<file path="src/rtl/dvp_pkg.sv">
// -----------------------------------------------------------------------------
// dvp_pkg
// Shared definitions for the DVP transmit generator and the DVP receive
// controller: default timing, the frame FSM state encoding and a helper for
// sizing counters.
// No ports (package).
// -----------------------------------------------------------------------------
package dvp_pkg;

   // Default DVP timing (OV-style 640x480 RGB565, two bytes per pixel)
   localparam int unsigned DVP_DATA_W_DEF = 8;
   localparam int unsigned PCLK_DIV_DEF   = 6;
   localparam int unsigned HS_PRE_DEF     = 38;
   localparam int unsigned HS_LOW_DEF     = 160;
   localparam int unsigned HS_BACK_DEF    = 80;
   localparam int unsigned H_ACTIVE_DEF   = 1280;
   localparam int unsigned H_TOTAL_DEF    = 1568;
   localparam int unsigned V_SYNC_DEF     = 3;
   localparam int unsigned V_BACK_DEF     = 17;
   localparam int unsigned V_ACTIVE_DEF   = 480;
   localparam int unsigned V_FRONT_DEF    = 10;

   // Counter pattern repeats every PAT_MOD active beats
   localparam int unsigned PAT_MOD = 32;
   localparam int unsigned PAT_W   = $clog2(PAT_MOD);

   typedef enum logic [2:0] {
      ST_IDLE   = 3'd0,
      ST_VSYNC  = 3'd1,
      ST_VBACK  = 3'd2,
      ST_LINE   = 3'd3,
      ST_VFRONT = 3'd4
   } dvp_state_e;

   // Bits needed for a counter that takes the values 0 .. n-1
   function automatic int unsigned cnt_w(input int unsigned n);
      return (n > 1) ? $clog2(n) : 1;
   endfunction

endpackage

</file>
<file path="src/rtl/dvp_pclk_gen.sv">
// -----------------------------------------------------------------------------
// dvp_pclk_gen
// Divides clk down to the DVP pixel clock and flags the clk cycle in which
// the pixel clock falls, so the frame logic can launch data that is stable
// at the following rising edge.
// Ports:
//   clk        in   system clock
//   rst        in   asynchronous active-high reset
//   i_pwdn     in   power-down: pixel clock held low, divider cleared
//   o_pclk     out  pixel clock (50 % duty, PCLK_DIV clk cycles per period)
//   o_fall_stb out  high in the clk cycle whose edge takes o_pclk 1->0
// -----------------------------------------------------------------------------
module dvp_pclk_gen
   import dvp_pkg::*;
#(
   parameter int unsigned PCLK_DIV = PCLK_DIV_DEF
) (
   input  logic clk,
   input  logic rst,
   input  logic i_pwdn,
   output logic o_pclk,
   output logic o_fall_stb
);

   localparam int unsigned HALF = PCLK_DIV / 2;
   localparam int unsigned CW   = cnt_w(HALF);

   logic [CW-1:0] r_cnt;
   logic          r_pclk;
   logic          w_term;

   assign w_term = (r_cnt == CW'(HALF - 1));

   // Counter starts at zero on reset/power-down release, so the first rising
   // edge lands HALF clk cycles later.
   always_ff @(posedge clk or posedge rst) begin
      if (rst) begin
         r_cnt  <= '0;
         r_pclk <= 1'b0;
      end else if (i_pwdn) begin
         r_cnt  <= '0;
         r_pclk <= 1'b0;
      end else if (w_term) begin
         r_cnt  <= '0;
         r_pclk <= ~r_pclk;
      end else begin
         r_cnt  <= r_cnt + CW'(1);
      end
   end

   assign o_pclk     = r_pclk;
   assign o_fall_stb = w_term & r_pclk & ~i_pwdn;

endmodule

</file>
<file path="src/rtl/dvp_tx_gen.sv">
// -----------------------------------------------------------------------------
// dvp_tx_gen
// DVP (camera-style parallel video) transmit generator. Produces PCLK, VSYNC,
// HSYNC, HREF and an 8-bit byte lane framed as VSYNC / VBACK / LINE x V_ACTIVE
// / VFRONT. Active bytes come either from an internal mod-32 counter or from
// a valid/ready-style byte stream. All DVP outputs change only on PCLK falls.
// Ports:
//   clk, rst         clock; asynchronous active-high reset
//   en_i             start/continue frame generation (checked at frame ends)
//   dvp_pwdn_i       power-down: immediate IDLE, outputs and PCLK low
//   pat_sel_i        0 = counter pattern, 1 = stream (latched per frame)
//   pxl_data_i       stream byte
//   pxl_valid_i      stream byte valid
//   pxl_ready_o      one-clk strobe: stream byte taken this beat
//   dvp_pclk_o       pixel clock
//   dvp_vsync_o      frame sync
//   dvp_hsync_o      line sync
//   dvp_href_o       active-byte qualifier
//   dvp_d_o          byte lane (0 whenever href is low)
//   frame_done_o     one-clk pulse when the front porch completes
//   underrun_o       sticky: stream byte missing on an active beat
//   busy_o           FSM not in IDLE
// -----------------------------------------------------------------------------
module dvp_tx_gen
   import dvp_pkg::*;
#(
   parameter int unsigned DVP_DATA_W = DVP_DATA_W_DEF,
   parameter int unsigned PCLK_DIV   = PCLK_DIV_DEF,
   parameter int unsigned HS_PRE     = HS_PRE_DEF,
   parameter int unsigned HS_LOW     = HS_LOW_DEF,
   parameter int unsigned HS_BACK    = HS_BACK_DEF,
   parameter int unsigned H_ACTIVE   = H_ACTIVE_DEF,
   parameter int unsigned H_TOTAL    = H_TOTAL_DEF,
   parameter int unsigned V_SYNC     = V_SYNC_DEF,
   parameter int unsigned V_BACK     = V_BACK_DEF,
   parameter int unsigned V_ACTIVE   = V_ACTIVE_DEF,
   parameter int unsigned V_FRONT    = V_FRONT_DEF
) (
   input  logic                  clk,
   input  logic                  rst,
   input  logic                  en_i,
   input  logic                  dvp_pwdn_i,
   input  logic                  pat_sel_i,
   input  logic [DVP_DATA_W-1:0] pxl_data_i,
   input  logic                  pxl_valid_i,
   output logic                  pxl_ready_o,
   output logic                  dvp_pclk_o,
   output logic                  dvp_vsync_o,
   output logic                  dvp_hsync_o,
   output logic                  dvp_href_o,
   output logic [DVP_DATA_W-1:0] dvp_d_o,
   output logic                  frame_done_o,
   output logic                  underrun_o,
   output logic                  busy_o
);

   // ---------------------------------------------------------------------
   // Counter sizing
   // ---------------------------------------------------------------------
   localparam int unsigned V_MAX01 = (V_SYNC   > V_BACK)  ? V_SYNC   : V_BACK;
   localparam int unsigned V_MAX23 = (V_ACTIVE > V_FRONT) ? V_ACTIVE : V_FRONT;
   localparam int unsigned V_MAX   = (V_MAX01  > V_MAX23) ? V_MAX01  : V_MAX23;

   localparam int unsigned HW = cnt_w(H_TOTAL);   // pclk position in a line
   localparam int unsigned VW = cnt_w(V_MAX);     // line index in a phase
   localparam int unsigned HC = HW + 1;           // headroom for window ends

   // Line windows, as half-open ranges of pclk position
   localparam logic [HC-1:0] P_LOW0 = HC'(HS_PRE);
   localparam logic [HC-1:0] P_LOW1 = HC'(HS_PRE + HS_LOW);
   localparam logic [HC-1:0] P_ACT0 = HC'(HS_PRE + HS_LOW + HS_BACK);
   localparam logic [HC-1:0] P_ACT1 = HC'(HS_PRE + HS_LOW + HS_BACK + H_ACTIVE);

   // ---------------------------------------------------------------------
   // Pixel clock
   // ---------------------------------------------------------------------
   logic w_fall;

   dvp_pclk_gen #(
      .PCLK_DIV (PCLK_DIV)
   ) u_pclk_gen (
      .clk        (clk),
      .rst        (rst),
      .i_pwdn     (dvp_pwdn_i),
      .o_pclk     (dvp_pclk_o),
      .o_fall_stb (w_fall)
   );

   // ---------------------------------------------------------------------
   // State and registered outputs
   // ---------------------------------------------------------------------
   dvp_state_e             r_state;
   logic [HW-1:0]          r_h;
   logic [VW-1:0]          r_v;
   logic [PAT_W-1:0]       r_pat;
   logic                   r_pat_sel;
   logic                   r_vsync;
   logic                   r_hsync;
   logic                   r_href;
   logic [DVP_DATA_W-1:0]  r_d;
   logic                   r_ready;
   logic                   r_frame_done;
   logic                   r_underrun;

   // ---------------------------------------------------------------------
   // Next position in the frame (applied only on a pclk fall)
   // ---------------------------------------------------------------------
   dvp_state_e             w_nxt_state;
   logic [HW-1:0]          w_nxt_h;
   logic [VW-1:0]          w_nxt_v;
   int unsigned            w_v_lim;
   logic                   w_h_last;
   logic                   w_v_last;
   logic                   w_frame_end;

   assign w_h_last = (r_h == HW'(H_TOTAL - 1));
   assign w_v_last = (r_v == VW'(w_v_lim - 1));

   always_comb begin
      case (r_state)
         ST_VSYNC: w_v_lim = V_SYNC;
         ST_VBACK: w_v_lim = V_BACK;
         ST_LINE:  w_v_lim = V_ACTIVE;
         default:  w_v_lim = V_FRONT;
      endcase
   end

   // Every non-IDLE phase is a whole number of lines: h wraps each line,
   // v counts lines within the phase, and the phase ends when both are last.
   always_comb begin
      w_nxt_state = r_state;
      w_nxt_h     = r_h;
      w_nxt_v     = r_v;
      w_frame_end = 1'b0;
      if (r_state == ST_IDLE) begin
         if (en_i) begin
            w_nxt_state = ST_VSYNC;
            w_nxt_h     = '0;
            w_nxt_v     = '0;
         end
      end else begin
         w_nxt_h = w_h_last ? '0 : r_h + HW'(1);
         if (w_h_last) begin
            if (w_v_last) begin
               w_nxt_v = '0;
               case (r_state)
                  ST_VSYNC:  w_nxt_state = ST_VBACK;
                  ST_VBACK:  w_nxt_state = ST_LINE;
                  ST_LINE:   w_nxt_state = ST_VFRONT;
                  ST_VFRONT: begin
                     w_frame_end = 1'b1;
                     w_nxt_state = en_i ? ST_VSYNC : ST_IDLE;
                  end
                  default:   w_nxt_state = ST_IDLE;
               endcase
            end else begin
               w_nxt_v = r_v + VW'(1);
            end
         end
      end
   end

   // ---------------------------------------------------------------------
   // Output decode for the position being entered
   // ---------------------------------------------------------------------
   logic [HC-1:0] w_hpos;
   logic          w_in_line;
   logic          w_hs_low;
   logic          w_act;
   logic          w_vs_entry;

   assign w_hpos     = {1'b0, w_nxt_h};
   assign w_in_line  = (w_nxt_state == ST_LINE);
   assign w_hs_low   = (w_hpos >= P_LOW0) && (w_hpos < P_LOW1);
   assign w_act      = w_in_line && (w_hpos >= P_ACT0) && (w_hpos < P_ACT1);
   assign w_vs_entry = (w_nxt_state == ST_VSYNC) && (r_state != ST_VSYNC);

   // ---------------------------------------------------------------------
   // FSM, counters and data mux
   // ---------------------------------------------------------------------
   always_ff @(posedge clk or posedge rst) begin
      if (rst) begin
         r_state      <= ST_IDLE;
         r_h          <= '0;
         r_v          <= '0;
         r_pat        <= '0;
         r_pat_sel    <= 1'b0;
         r_vsync      <= 1'b0;
         r_hsync      <= 1'b0;
         r_href       <= 1'b0;
         r_d          <= '0;
         r_ready      <= 1'b0;
         r_frame_done <= 1'b0;
         r_underrun   <= 1'b0;
      end else if (dvp_pwdn_i) begin
         // Power-down abandons the frame outright; no completion pulse
         r_state      <= ST_IDLE;
         r_h          <= '0;
         r_v          <= '0;
         r_vsync      <= 1'b0;
         r_hsync      <= 1'b0;
         r_href       <= 1'b0;
         r_d          <= '0;
         r_ready      <= 1'b0;
         r_frame_done <= 1'b0;
      end else begin
         r_ready      <= 1'b0;
         r_frame_done <= 1'b0;
         if (w_fall) begin
            r_state      <= w_nxt_state;
            r_h          <= w_nxt_h;
            r_v          <= w_nxt_v;
            r_frame_done <= w_frame_end;
            r_vsync      <= (w_nxt_state == ST_VSYNC);
            r_hsync      <= w_in_line && !w_hs_low;
            r_href       <= w_act;
            r_d          <= '0;

            if (w_vs_entry) begin
               r_pat      <= '0;
               r_underrun <= 1'b0;
               r_pat_sel  <= pat_sel_i;
            end

            // Active beats never coincide with VSYNC entry, so the source
            // latched at entry is already settled here.
            if (w_act) begin
               if (r_pat_sel) begin
                  r_ready <= 1'b1;
                  if (pxl_valid_i) begin
                     r_d <= pxl_data_i;
                  end else begin
                     r_underrun <= 1'b1;
                  end
               end else begin
                  r_d   <= DVP_DATA_W'(r_pat);
                  r_pat <= r_pat + PAT_W'(1);
               end
            end
         end
      end
   end

   assign pxl_ready_o  = r_ready;
   assign dvp_vsync_o  = r_vsync;
   assign dvp_hsync_o  = r_hsync;
   assign dvp_href_o   = r_href;
   assign dvp_d_o      = r_d;
   assign frame_done_o = r_frame_done;
   assign underrun_o   = r_underrun;
   assign busy_o       = (r_state != ST_IDLE);

endmodule

</file>
<file path="config.mk">
export PLATFORM = sky130hd
export DESIGN_NAME = dvp_tx_gen
export DESIGN_NICKNAME = d
export VERILOG_FILES = /design/src/rtl/dvp_pkg.sv /design/src/rtl/dvp_pclk_gen.sv /design/src/rtl/dvp_tx_gen.sv
export SDC_FILE = /design/constraint.sdc
export NUM_CORES = 1
export LEC_CHECK = 0
export ABC_AREA = 0
export CELL_PAD_IN_SITES_DETAIL_PLACEMENT = 0
export CELL_PAD_IN_SITES_GLOBAL_PLACEMENT = 1
export CORE_MARGIN = 4
export CORE_UTILIZATION = 39
export CTS_CLUSTER_DIAMETER = 80
export DETAILED_ROUTE_END_ITERATION = 10
export PLACE_DENSITY_LB_ADDON = 0.1
export REMOVE_ABC_BUFFERS = 1
export SLEW_MARGIN = 20
export SYNTH_ARGS = -nofsm -noshare
export SYNTH_HDL_FRONTEND = slang
export SYNTH_HIERARCHICAL = 1
export SYNTH_SLANG_ARGS = --single-unit
</file>
<file path="constraint.sdc">
create_clock -name clk -period 2.6 [get_ports clk]
set_input_delay 0.26 -clock clk [delete_from_list [all_inputs] [get_ports clk]]
set_output_delay 0.26 -clock clk [all_outputs]
set_load 0.05 [all_outputs]
</file>
======== After elaboration in Yosys (flattened, before gate mapping) ========
Index checks and enable logic that the tools add are counted.
storage, ports and cells
  flip-flop bits (word level) ............. 46
  input bits .............................. 14
  output and inout bits ................... 16
  logic and storage cells ................. 104
cells by class
  add/subtract/negate cells ............... 5
  $lt $le $gt $ge ......................... 4
  equal/unequal tests ..................... 11
  multiplexer cells ....................... 52
  bitwise gates (word level) .............. 4
  reduce and logical (&&, ||, !) cells .... 14
operators by type and width
  cell                                                                 count
  two-way mux 11 bit                                                   5
  two-way mux 9 bit                                                    6
  two-way mux 8 bit                                                    5
  one-hot mux 9 bit (3 select lines)                                   1
  two-way mux 1 bit                                                    23
  two-way mux 3 bit                                                    6
  two-way mux 5 bit                                                    3
  one-hot mux 3 bit (4 select lines)                                   1
  adder 11 x 1 -> 11 bit (second input constant)                       1
  equality test 11 bit (second input constant)                         1
  greater-or-equal comparator 11 x 6 -> 1 bit (second input constant)  1
  greater-or-equal comparator 11 x 9 -> 1 bit (second input constant)  1
  < comparator 11 bit (second input constant)                          1
  < comparator 11 x 8 -> 1 bit (second input constant)                 1
  adder 9 x 1 -> 9 bit (second input constant)                         1
  equality test 3 x 2 -> 1 bit (second input constant)                 3
  equality test 9 bit                                                  1
  subtractor 9 x 1 -> 9 bit (second input constant)                    1
  equality test 3 x 1 -> 1 bit (second input constant)                 2
  AND reduction 3 bit                                                  2
  nonzero test 3 bit                                                   2
  adder 5 x 1 -> 5 bit (second input constant)                         1
  logical AND 1 bit                                                    5
  two-way mux 2 bit                                                    2
  11 further kinds                                                     14

======== Logic depth before layout (Yosys ltp) ========
Gate-level depths: netlist (run 1).
  depth after elaboration ................. 13
  depth in mapped cells ................... 12
  gate-level depth less buffers ........... 9

======== Cells and area by module ========
Netlist (run 1), hierarchy kept.
modules (own cells, without submodules)
  module        instances  cells an instance  area each (sq um)  seq. area each (sq um)
  dvp_tx_gen    1          299                2602.5             1076.0
  dvp_pclk_gen  1          12                 133.9              75.1

======== Worst setup path after synthesis (run 1) ========
Ideal clock, no wire load.
  path kind ............................... register to register
  from .................................... register r_state[0]
  to ...................................... register r_pat[2]
  setup time .............................. 0.104 ns
  data arrival time ....................... 2.714 ns
  data required time ...................... 2.496 ns
  path slack .............................. -0.218 ns
  stages on the path, launching flop included .. 12
  buffers on the path ..................... 3
  period minus slack after synthesis ...... 2.818 ns
  cell sequence ........................... dfrtp_1 > buf_4 > nor3_1 > buf_2 > inv_1 > nand2_1 > o22ai_1 > o41ai_2 > o2111ai_4 > buf_2 > nand3b_1 > o311ai_1
on the way
  longest elaborated chain between the ends .. 12
  elaborated cells between the ends (all ways) .. 25
  classes of those cells .................. add/sub: 1; order compare: 2; eq/ne: 8; mux: 10; reduce/logical: 4
RTL lines
  element                                                                       line                                  text
  from (decl)                                                                   dvp_tx_gen.sv:92                      dvp_state_e r_state;
  from (signal assigned)                                                        dvp_tx_gen.sv:210                     r_state <= w_nxt_state;
  equality test 3 x 2 -> 1 bit or equality test 3 x 1 -> 1 bit (tied branches)  dvp_tx_gen.sv:120, dvp_tx_gen.sv:146
  one-hot mux 9 bit (3 select lines)                                            dvp_tx_gen.sv:120                     case (r_state)
  subtractor 9 x 1 -> 9 bit                                                     dvp_tx_gen.sv:117                     assign w_v_last = (r_v == VW'(w_v_lim - 1));
  equality test 9 bit                                                           dvp_tx_gen.sv:117
  two-way mux 3 bit                                                             dvp_tx_gen.sv:144                     if (w_v_last) begin
  two-way mux 3 bit                                                             dvp_tx_gen.sv:143                     if (w_h_last) begin
  two-way mux 3 bit                                                             dvp_tx_gen.sv:135                     if (r_state == ST_IDLE) begin
  equality test 3 x 1 -> 1 bit                                                  dvp_tx_gen.sv:176                     assign w_vs_entry = (w_nxt_state == ST_VSYNC) && (r_state != ST_VSYNC);
  logical AND 1 bit                                                             dvp_tx_gen.sv:176
  two-way mux 5 bit                                                             dvp_tx_gen.sv:219                     if (w_vs_entry) begin
  two-way mux 5 bit                                                             dvp_tx_gen.sv:228                     if (r_pat_sel) begin
  two-way mux 5 bit *                                                           dvp_tx_gen.sv:227                     if (w_act) begin
  to (signal assigned)                                                          dvp_tx_gen.sv:237                     r_pat <= r_pat + PAT_W'(1);
  to (decl)                                                                     dvp_tx_gen.sv:95                      logic [PAT_W-1:0] r_pat;
Every way passes the cells marked *; elsewhere a longest branch is shown, timed or not.
A chain may end at the register's enable or synchronous reset.

======== Final worst setup path (run 1) ========
  from .................................... register r_state[0]
  to ...................................... register r_d[1], in the netlist dvp_d_o[1]
on the way
  longest elaborated chain between the ends .. 13
  elaborated cells between the ends (all ways) .. 22
  classes of those cells .................. add/sub: 1; order compare: 2; eq/ne: 6; mux: 10; reduce/logical: 3
RTL lines
  element                                                                       line                                  text
  equality test 3 x 2 -> 1 bit or equality test 3 x 1 -> 1 bit (tied branches)  dvp_tx_gen.sv:120, dvp_tx_gen.sv:146
  one-hot mux 9 bit (3 select lines)                                            dvp_tx_gen.sv:120
  subtractor 9 x 1 -> 9 bit                                                     dvp_tx_gen.sv:117
  equality test 9 bit                                                           dvp_tx_gen.sv:117
  two-way mux 3 bit                                                             dvp_tx_gen.sv:144
  two-way mux 3 bit                                                             dvp_tx_gen.sv:143
  two-way mux 3 bit                                                             dvp_tx_gen.sv:135
  equality test 3 x 2 -> 1 bit                                                  dvp_tx_gen.sv:173                     assign w_in_line = (w_nxt_state == ST_LINE);
  logical AND 1 bit                                                             dvp_tx_gen.sv:175                     assign w_act = w_in_line && (w_hpos >= P_ACT0) && (w_hpos < P_ACT1);
  logical AND 1 bit *                                                           dvp_tx_gen.sv:175
  two-way mux 8 bit *                                                           dvp_tx_gen.sv:227
  two-way mux 8 bit *                                                           dvp_tx_gen.sv:209                     if (w_fall) begin
  two-way mux 8 bit *                                                           dvp_tx_gen.sv:195                     end else if (dvp_pwdn_i) begin
  to (signal assigned)                                                          dvp_tx_gen.sv:231                     r_d <= pxl_data_i;
  to (signal assigned)                                                          dvp_tx_gen.sv:236                     r_d <= DVP_DATA_W'(r_pat);
  to (decl)                                                                     dvp_tx_gen.sv:100                     logic [DVP_DATA_W-1:0] r_d;
Every way passes the cells marked *; elsewhere a longest branch is shown, timed or not. The select of a mux whose other input is x is not followed.

==> flow_summary.yaml, run 1 <==
run_status:
  status: "complete, but fails checks"
  violations: "setup timing"
grt:
  grt_pass1_wl_um: 12800
  grt_util_met3: 0.0271
  met2_usage: 0.315
  grt_overflow: 0
  antenna_found_initial: 0
  met1_usage: 0.256
  top_usage_layer: "met2"
  grt.total_usage: 0.188
  grt_max_degree: 25
  grt_pass1_vias: 2697
drt:
  vias_per_cell: 5.37
  wl_per_cell_um: 15.3
  drtPass1Iterations: 4
  via_count: 2695
  drt-initial-drc-count: 102
  drc: 0
  ant_nets: 0
  routed_wirelength_um: 7670
setup_path:
  crit_top_cell: "buf_6"
  cp-start-kind: "register"
  cpPeakStageDelay_ns: 0.48
  critical_path_required_ns: 2.79
  crit_slowest_cell: "dfrtp_2"
  path_depth: 11
  crit_type: "reg2reg"
  crit_chain: "nor3_4, buf_6, clkinvlp_4, a31oi_4, nor2_2, buf_4, o31a_1, buf_6, o2111ai_4, nor2_1, a221o_1"
  worst-path-max-fanout: 6
  crit_family: "compound AO/OA/AOI/OAI gates"
  r2r_start: "r_state[0]"
  r2r_cells: 11
  setup.worst_path.end_class: "register"
  cp_num_buf_inv: 4
  r2r-end: "dvp_d_o[1]"
  cp-endpoint: "dvp_d_o[1]"
  crit_start: "r_state[0]"
  r2r_setup_slack_ns: -0.07
  critPathArrivalTime_ns: 2.86
synth:
  ys.flop_type: "dfrtp_1"
  synth_top_area_share: 0.421
  synth_seq_cells: 46
  netlist_instances: 311
  yosys.area_share.simple: 0.256
  synth_common_cells: "46 x dfrtp_1, 30 x nor2_1, 29 x nand2_1"
  ys_seq_area_frac: 0.421
  synth_most_common_cell: "dfrtp_1"
  synth-edff-count: 0
  yosys_warnings: 6
  ys_top_cells_by_area: "dfrtp_1 42%, o21ai_0 4.9%, nor2_1 4.1%"
  synth_compound_area_frac: 0.214
  synth_top_area_cell: "dfrtp_1"
  synth_top_family_by_area: "simple AND/OR/NAND/NOR gates"
  synthMuxAreaShare: 0.0297
  synthAdderAreaFrac: 0.0137
  synth_xor_area_frac: 0.0128
  syn_avg_cell_area_um2: 8.80
  syn_area_um2: 2740
  ys_types: 54
  synth-async-reset-ratio: 1.00
floorplanning:
  dieArea_um2: 8420
  io_pins: 30
  placementRows: 30
  core_area_um2: 6790
  die_w_um: 91.8
  start_util: 0.403
  dieHeight_um: 91.8
power:
  p_total_uw: 1290
  pwr-share-comb: 0.068
  power_density_nw_per_um2: 324
  p_leak_uw: 0.00168
  swShare: 0.241
  p_switching_uw: 311
  irDropWorstVdd_mv: 0.196
  p_seq_frac: 0.561
  power.internal_uw: 980
  clkPwrFrac: 0.371
placed_design:
  place_hpwl_um: 5340
  gp_congestion: 0.837
  post-place-ws_ns: -0.168
  io_buffers: 29
cts:
  cts_buffers: 5
  clock_path_buffers: 2
  root_buffer: "clkbuf_8"
  clkSinkCount: 46
  clock_latency_ns: 0.30
  path_clk_slew_ns: 0.09
  cts_tree: "yes"
  htree_levels: 2
finish:
  fin_nets: 422
  fillers: 626
  antenna_cells: 0
  finalCoreUtilization: 0.587
  layout-drive-gt1-share: 0.308
  syn_to_final_growth_pct: 45.6
sta:
  final.setup_skew_ns: 0.0141
  relSlewSlack: 0.325
  finalSetupViolCount: 9
  layout_min_cycle_time_ns: 2.67
  grt_setup_unrepaired: "yes"
  tightest_slew_ns: 1.01
  fmax_mhz: 375
  maxSlewViolCount: 0
  timing.hold.ws_ns: 0.160
  fin_crit_sh: 1.03
  layout_setup_ws_ns: -0.0673
  hold_viol: 0
hold_path:
  hp-class: "in2async"
run:
  cap_violations: 0
[flip-flops by register name, summed over array words and instances, names as in the netlist, 2 cells and up]
| signal | flops |
|---|---|
| r_pat | 5 |
| r_v | 9 |
| r_state | 3 |
| dvp_d_o | 8 |
| u_pclk_gen/r_cnt | 2 |
| r_h | 11 |
[routing by layer]
layer  vias up  share of wire
met4         0         0.0046
met5         -              0
met1      1318           0.47
met2        45           0.50
li1       1330              -
met3         2          0.030
[power groups by stage]
stage,Clock (uW),Sequential (uW),Combinational [uW]
floorplan,0,742,29.7
global placement,0,738,84.8
detailed placement,0,738,85.6
CTS,493,724,86.9
global route,527,726,97.5
finish,479,724,88.2
[final cells by class]
type	count	area (um^2)	share of cell area
Inverter	16	63.8	0.0160
Multi-Input combinational cell	231	1630	0.409
Clock inverter	1	8.76	0.00220
Timing Repair Buffer	105	921	0.231
Sequential cell	46	1150	0.290
Clock buffer	7	86.3	0.0217
Tap cell	96	120	0.0301
[worst min-delay path by stage]
stage                                to  cells after the start
floorplan             u_pclk_gen/o_pclk                      1
global placement    u_pclk_gen/r_cnt[0]                      1
detailed placement          dvp_hsync_o                      2
CTS                 u_pclk_gen/r_cnt[0]                      2
global route        u_pclk_gen/r_cnt[0]                      2
finish              u_pclk_gen/r_cnt[0]                      2
[cell families (layout without fill, tap and decap cells)]
family / Yosys count / count (layout)
flip-flops: 46 / 46
AO/OA/AOI/OAI: 84 / 85
multiplexers: 7 / 7
XOR/XNOR: 4 / 4
adder cells (fa/ha/maj): 3 / 3
buffers and inverters: 35 / 129
AND/OR/NAND/NOR: 132 / 132
[repair_timing]
action                                  in CTS  in global routing
gates cloned                                 1                  1
hold buffers                                 0                  0
endpoints found under the setup margin      13                 18
resized for setup                           14                 38
pin swaps                                    5                 17
setup buffers                                2                  6
[placed cells by master, fill, tap and decap left out, types with 9 or more instances in the layout]
master / count
a21oi_1: 14
o21ai_0: 23
nand2_1: 28
buf_6: 9
nand3_1: 13
buf_4: 65
dfrtp_1: 43
nor2_1: 29
inv_1: 14
clkdlybuf4s50_1: 28
[metrics by stage]
step	std cells	instance area (um^2)	TNS (ns)
floorplan	292	2650	-11.22
global placement	484	3570	-1.38
detailed placement	484	3570	-1.58
CTS	495	3750	-0.583
global route	502	3990	-1.70
finish	502	3990	-0.412
Note: power is estimated with default switching activity, not from simulation.
==> run 2: changes to the inputs <==
--- a/config.mk
+++ b/config.mk
@@ -9,7 +9,7 @@
 export CELL_PAD_IN_SITES_DETAIL_PLACEMENT = 0
 export CELL_PAD_IN_SITES_GLOBAL_PLACEMENT = 1
 export CORE_MARGIN = 4
-export CORE_UTILIZATION = 39
+export CORE_UTILIZATION = 46
 export CTS_CLUSTER_DIAMETER = 80
 export DETAILED_ROUTE_END_ITERATION = 10
 export PLACE_DENSITY_LB_ADDON = 0.1
==> constraint.sdc (replaced) <==
create_clock -name clk -period 3.5 [get_ports clk]
set_input_delay 0.35 -clock clk [delete_from_list [all_inputs] [get_ports clk]]
set_output_delay 0.35 -clock clk [all_outputs]
set_load 0.05 [all_outputs]
==> flow_summary.yaml, run 2 (synthesis results as in run 1) <==
power:
  p_leak_uw: 0.00132
  power_density_nw_per_um2: 286
  power.internal_uw: 699
  clkPwrFrac: 0.352
  irDropWorstVdd_mv: 0.190
  pwr-share-comb: 0.060
  p_switching_uw: 216
  swShare: 0.236
  p_seq_frac: 0.588
drt:
  wl_per_cell_um: 15.8
  drc: 0
  drtPass1Iterations: 4
  via_count: 2407
  ant_nets: 0
  vias_per_cell: 5.84
  routed_wirelength_um: 6490
  drt-initial-drc-count: 104
finish:
  finalCoreUtilization: 0.567
  layout-drive-gt1-share: 0.0765
  largest-register: "r_h"
  final_cell_mix: "46 x dfrtp_1, 30 x nor2_1, 29 x nand2_1, 29 x clkdlybuf4s50_1, 27 x o21ai_0"
  syn_to_final_growth_pct: 16.9
  final_common_cell: "dfrtp_1"
  fin_area_um2: 3200
  largest_reg_flops: 11
  fin_nets: 356
  antenna_cells: 0
cts:
  root_buffer: "clkbuf_8"
  clock_path_buffers: 2
  cts_setup_buffers: 0
  clkSinkCount: 46
  clock_latency_ns: 0.30
  cts_buffers: 5
  htree_levels: 2
  cts_tree: "yes"
  ctsResizeCount: 0
  ctsHoldBuffers: 0
  path_clk_slew_ns: 0.08
floorplanning:
  die_w_um: 85.1
  core_area_um2: 5640
  dieArea_um2: 7250
  placementRows: 27
  io_pins: 30
  dieHeight_um: 85.1
  start_util: 0.485
setup_path:
  critPathArrivalTime_ns: 3.38
  crit_start: "r_h[0]"
  setup.worst_path.end_class: "register"
  r2r_start: "r_h[0]"
  critical_path_required_ns: 3.68
  worst-path-max-fanout: 8
  cp-start-kind: "register"
  crit_type: "reg2reg"
grt:
  grt.total_usage: 0.189
  grt_pass1_wl_um: 11300
  grt_max_degree: 34
  antenna_found_initial: 0
  grt_overflow: 0
  grt_pass1_vias: 2371
sta:
  relSlewSlack: 0.313
  fmax_mhz: 313
  grt_setup_unrepaired: "no"
  fin_crit_sh: 0.913
  final.setup_skew_ns: 0.0166
  finalSetupViolCount: 0
  setup_tns_ns: 0
  hold_viol: 0
  maxSlewViolCount: 0
  layout_min_cycle_time_ns: 3.19
  tightest_slew_ns: 1.03
run_status:
  status: "complete, no violations"
run:
  cap_violations: 0
placed_design:
  io_buffers: 29
  gp_congestion: 0.817
  place_area_um2: 3110
  place_hpwl_um: 4710
hold_path:
  hp-class: "in2async"
## run 2: cell count changes in the layout (fill, tap and decap cells not counted), moves of 3 or more
cell,before,now
dfrtp_2,3,0
a211oi_2,3,0
o21ai_0,23,27
a211oi_1,1,4
and4_1,2,5
buf_6,9,0
o21ai_1,3,0
buf_4,65,11
nand3_1,13,16
nand3_2,3,0
dfrtp_1,43,46
## run 2: per-layer routing
layer / GRT usage / up-vias / part of all wire
li1: - / 1195 / -
met1: 0.267 / 1158 / 0.47
met2: 0.302 / 43 / 0.47
met3: 0.0330 / 11 / 0.037
met4: 0.0432 / 0 / 0.015
met5: 0 / - / 0
## run 2: worst max-delay path, stage by stage, from the launching register on
cell and delay, ns:
dfrtp_1 0.43, ha_1 0.29, and4_1 0.27, a31oi_1 0.45, a21oi_1 0.15, a211oi_1 0.44
o41ai_2 0.20, o2bb2ai_1 0.18, and4_1 0.33, a221o_1 0.33
## run 2: stage by stage
step	hold WS, ns	std cells	total power, uW	setup WS, ns
after global placement	0.454	404	604	0.374
after detailed placement	0.463	404	605	0.326
after global routing	0.249	412	963	0.162
final	0.251	412	915	0.305
after floorplan	0.104	292	573	0.157
after CTS	0.246	412	934	0.321
## run 2: power by group through the flow
stage	logic, uW	registers [uW]	clock network, uW
final	55.0	538	322
after global routing	61.6	539	363
after global placement	55.9	549	0
after detailed placement	56.5	549	0
after CTS	56.5	538	339
after floorplan	22.1	551	0
## run 2: area by class of cell
| cell class | instances | area [um^2] |
|---|---|---|
| Fill cell | 547 | 2440 |
| Multi-Input combinational cell | 230 | 1440 |
| Sequential cell | 46 | 1150 |
| Clock buffer | 6 | 72.6 |
| Inverter | 16 | 60.1 |
| Timing Repair Buffer | 40 | 373 |
| Clock inverter | 2 | 13.8 |
| Tap cell | 72 | 90.1 |
## run 2: path summary, 6_finish.rpt
check                                            to  depth (start not counted)  slack, ns
worst max-delay path                     dvp_d_o[3]                          9       0.31
worst min-delay path              u_pclk_gen/o_pclk                          2       0.25
worst max register to register           dvp_d_o[3]                          9       0.31
worst min register to register  u_pclk_gen/r_cnt[0]                          1       0.47
max in group asynchronous                    r_v[3]                          3       2.46
min in group clk                u_pclk_gen/r_cnt[0]                          1       0.47
==> RTL change, RTL diff (config.mk and constraints of run 1) <==
Put one more register stage on the output `dvp_vsync_o`, cleared by the reset. The value now appears one clock later. The other outputs are not delayed to match.
--- a/src/rtl/dvp_tx_gen.sv
+++ b/src/rtl/dvp_tx_gen.sv
@@ -242,7 +242,13 @@
    end
 
    assign pxl_ready_o  = r_ready;
-   assign dvp_vsync_o  = r_vsync;
+   always_ff @(posedge clk or posedge rst) begin
+      if (rst) begin
+         dvp_vsync_o <= '0;
+      end else begin
+         dvp_vsync_o <= r_vsync;
+      end
+   end
    assign dvp_hsync_o  = r_hsync;
    assign dvp_href_o   = r_href;
    assign dvp_d_o      = r_d;
Check against the original RTL: not equivalent (Yosys sat finds a counterexample within 10 cycles, from zero or initial values and one cycle with rst high).
==> RTL change against run 1 <==
The flow still finishes with violations (negative setup slack). Area after synthesis up 0.55%. Clock skew shrank 0.0050 ns. Total power decreased by 1.9%. Hold slack improved by 0.0034 ns. Worst setup slack got worse by 0.24 ns. Cell count down 3.8%. Sequential cell count is 1 higher. Routed wire length decreased by 5.6%. Core utilization fell by 2.9 points. Fmax down 8.4%. Synthesized cell count down 2.6%. Die area up 0.50%. Design area shrank 4.5%. Largest cell class unchanged. Highest routed layer unchanged.
==> RTL change: results (changes against run 1) <==
[logic_synthesis]
synthDistinctLibCells = 60  ; was 54
synth_commonest_cells = dfrtp_1, nand2_1, nor2_1  ; was dfrtp_1, nor2_1, nand2_1
synth_async_sr_flop_share_pct = 100  ; unchanged
synth_flop_cell = dfrtp_1  ; unchanged
synth_seq_area_share_pct = 42.7  ; was 42.1%
synth_area_leaders = dfrtp_1, nand2_1, nor2_1  ; was dfrtp_1, o21ai_0, nor2_1
synth_top_area_share_pct = 42.7  ; was 42.1%
ys_ff_latch = 47  ; was 46

[critical_path]
r2r-start = r_h[5]  ; was r_state[0]
worstPathMaxFanout = 5  ; was 6
r2r_cells = 8  ; was 11
start_kind = flop  ; unchanged

[placed_design]
placement.io_buffers = 29  ; unchanged
final_hpwl_from_detailed_placement_mm = 5.30  ; was 5.34 mm
gpl.final_weighted_congestion = 0.897  ; was 0.837

[finish]
share_of_the_final_layout_cell_area_in_multi_input_gates_pct = 43.1  ; was 40.9%
drive_gt1_share_pct = 28.2  ; was 30.8%
nMultiInputCombCells = 236  ; was 231
nClkBuffers = 5  ; was 7
layout.non_clock_inverters = 10  ; was 16
nonClockBufferCount = 86  ; was 105
area.share.sequential_pct = 30.9  ; was 29.0%
layout.buffer.nonclock.area_share_pct = 19.5  ; was 23.1%
clock_tree_area_fraction_pct = 2.33  ; was 2.39%
nNetsFinal = 404  ; was 422
final.fill_count = 642  ; was 626

[routing]
drt_iter0_drcs = 187  ; was 102
met1Wirelength_mm = 3.42  ; was 3.57 mm
wl_met2_mm = 3.52  ; was 3.83 mm
routed-wl-met3_um = 250  ; was 234 um
firstDrtPassIters = 4  ; unchanged
post_drt_via_cell_ratio = 5.33  ; was 5.37
drt_wl_total_mm = 7.25  ; was 7.67 mm

[timing]
setup-tns-final_ns = -3.10  ; was -0.412 ns
worst_clock_skew_ns = 0.00913  ; was 0.0141 ns
worst_slew_margin_rel_pct = 48.5  ; was 32.5%
final-setup-viol-count = 14  ; was 9
setup_ws_ns = -0.312  ; was -0.0673 ns

[status]
outcome = finished with violations  ; unchanged
violated_checks = negative setup slack  ; unchanged

[grt]
antenna_found_initial = 0  ; unchanged
grtUsageMet1_pct = 23.9  ; was 25.6%
grtUsageTotal_pct = 17.8  ; was 18.8%
grt_start_max_net_pins = 45  ; was 25
grt_use_met2_pct = 30.7  ; was 31.5%
grt_first_pass_wirelength_mm = 12.3  ; was 12.8 mm
grt_met3_usage_pct = 2.79  ; was 2.71%
first_global_vias = 2503  ; was 2697

[clock_tree]
cts_setup_buffers = 3  ; was 2
cts_resized = 11  ; was 14

[power_and_ir_drop]
ir_worst_vdd_v = 0.000200  ; was 0.000196 V
cellLeakagePower_nw = 1.63  ; was 1.68 nW

[worst_hold_path]
min-delay-path-class = primary input to async pin  ; unchanged

-- RTL change: report_power, final --
| group | internal (mW) | total [mW] | switching (mW) |
|---|---|---|---|
| registers | 0.734 | 0.739 | 0.00406 |
| logic | 0.0344 | 0.0803 | 0.0459 |
| clock network | 0.188 | 0.448 | 0.260 |
| total | 0.956 | 1.27 | 0.310 |
-- RTL change: path summary, 6_finish.rpt --
path	end	slack, ns
max	r_pat[2]	-0.31
min	u_pclk_gen/r_cnt[0]	0.16
max reg2reg	r_pat[2]	-0.31
min reg2reg	dvp_vsync_o	0.44
max in group asynchronous	r_state[2]	1.74
min in group clk	dvp_vsync_o	0.44
-- RTL change: cells by family after synthesis --
kind of cell | Yosys count | share of synthesized area, %
AOI/OAI and AO/OA | 76 | 20.1
and+or+nand+nor | 136 | 25.3
adders and majority gates | 4 | 1.82
xor gates and xnor gates | 10 | 3.18
DFF | 47 | 42.7
muxes | 10 | 4.00
buffers and inverters | 20 | 2.91
-- RTL change: worst max-delay path: stages, from the launching register on --
cell	delay, ns
dfrtp_1	0.39
or4b_4	0.54
o31a_4	0.30
a211o_1	0.28
a211o_1	0.31
o311ai_4	0.33
o2111a_2	0.32
nor2b_2	0.06
a211o_1	0.28
-- RTL change: metrics by stage --
step / std cells / total power, mW / utilization [%] / worst slack [ns] / cell area, um2
3_3_place_gp: 471 / 0.833 / 51.4 / -0.294 / 3510
5_1_grt: 483 / 1.33 / 55.7 / -0.375 / 3810
6_report: 483 / 1.27 / 55.7 / -0.312 / 3810
4_1_cts: 482 / 1.29 / 53.8 / -0.236 / 3680
2_1_floorplan: 293 / 0.786 / - / -0.993 / 2710
3_5_place_dp: 471 / 0.834 / 51.4 / -0.330 / 3510
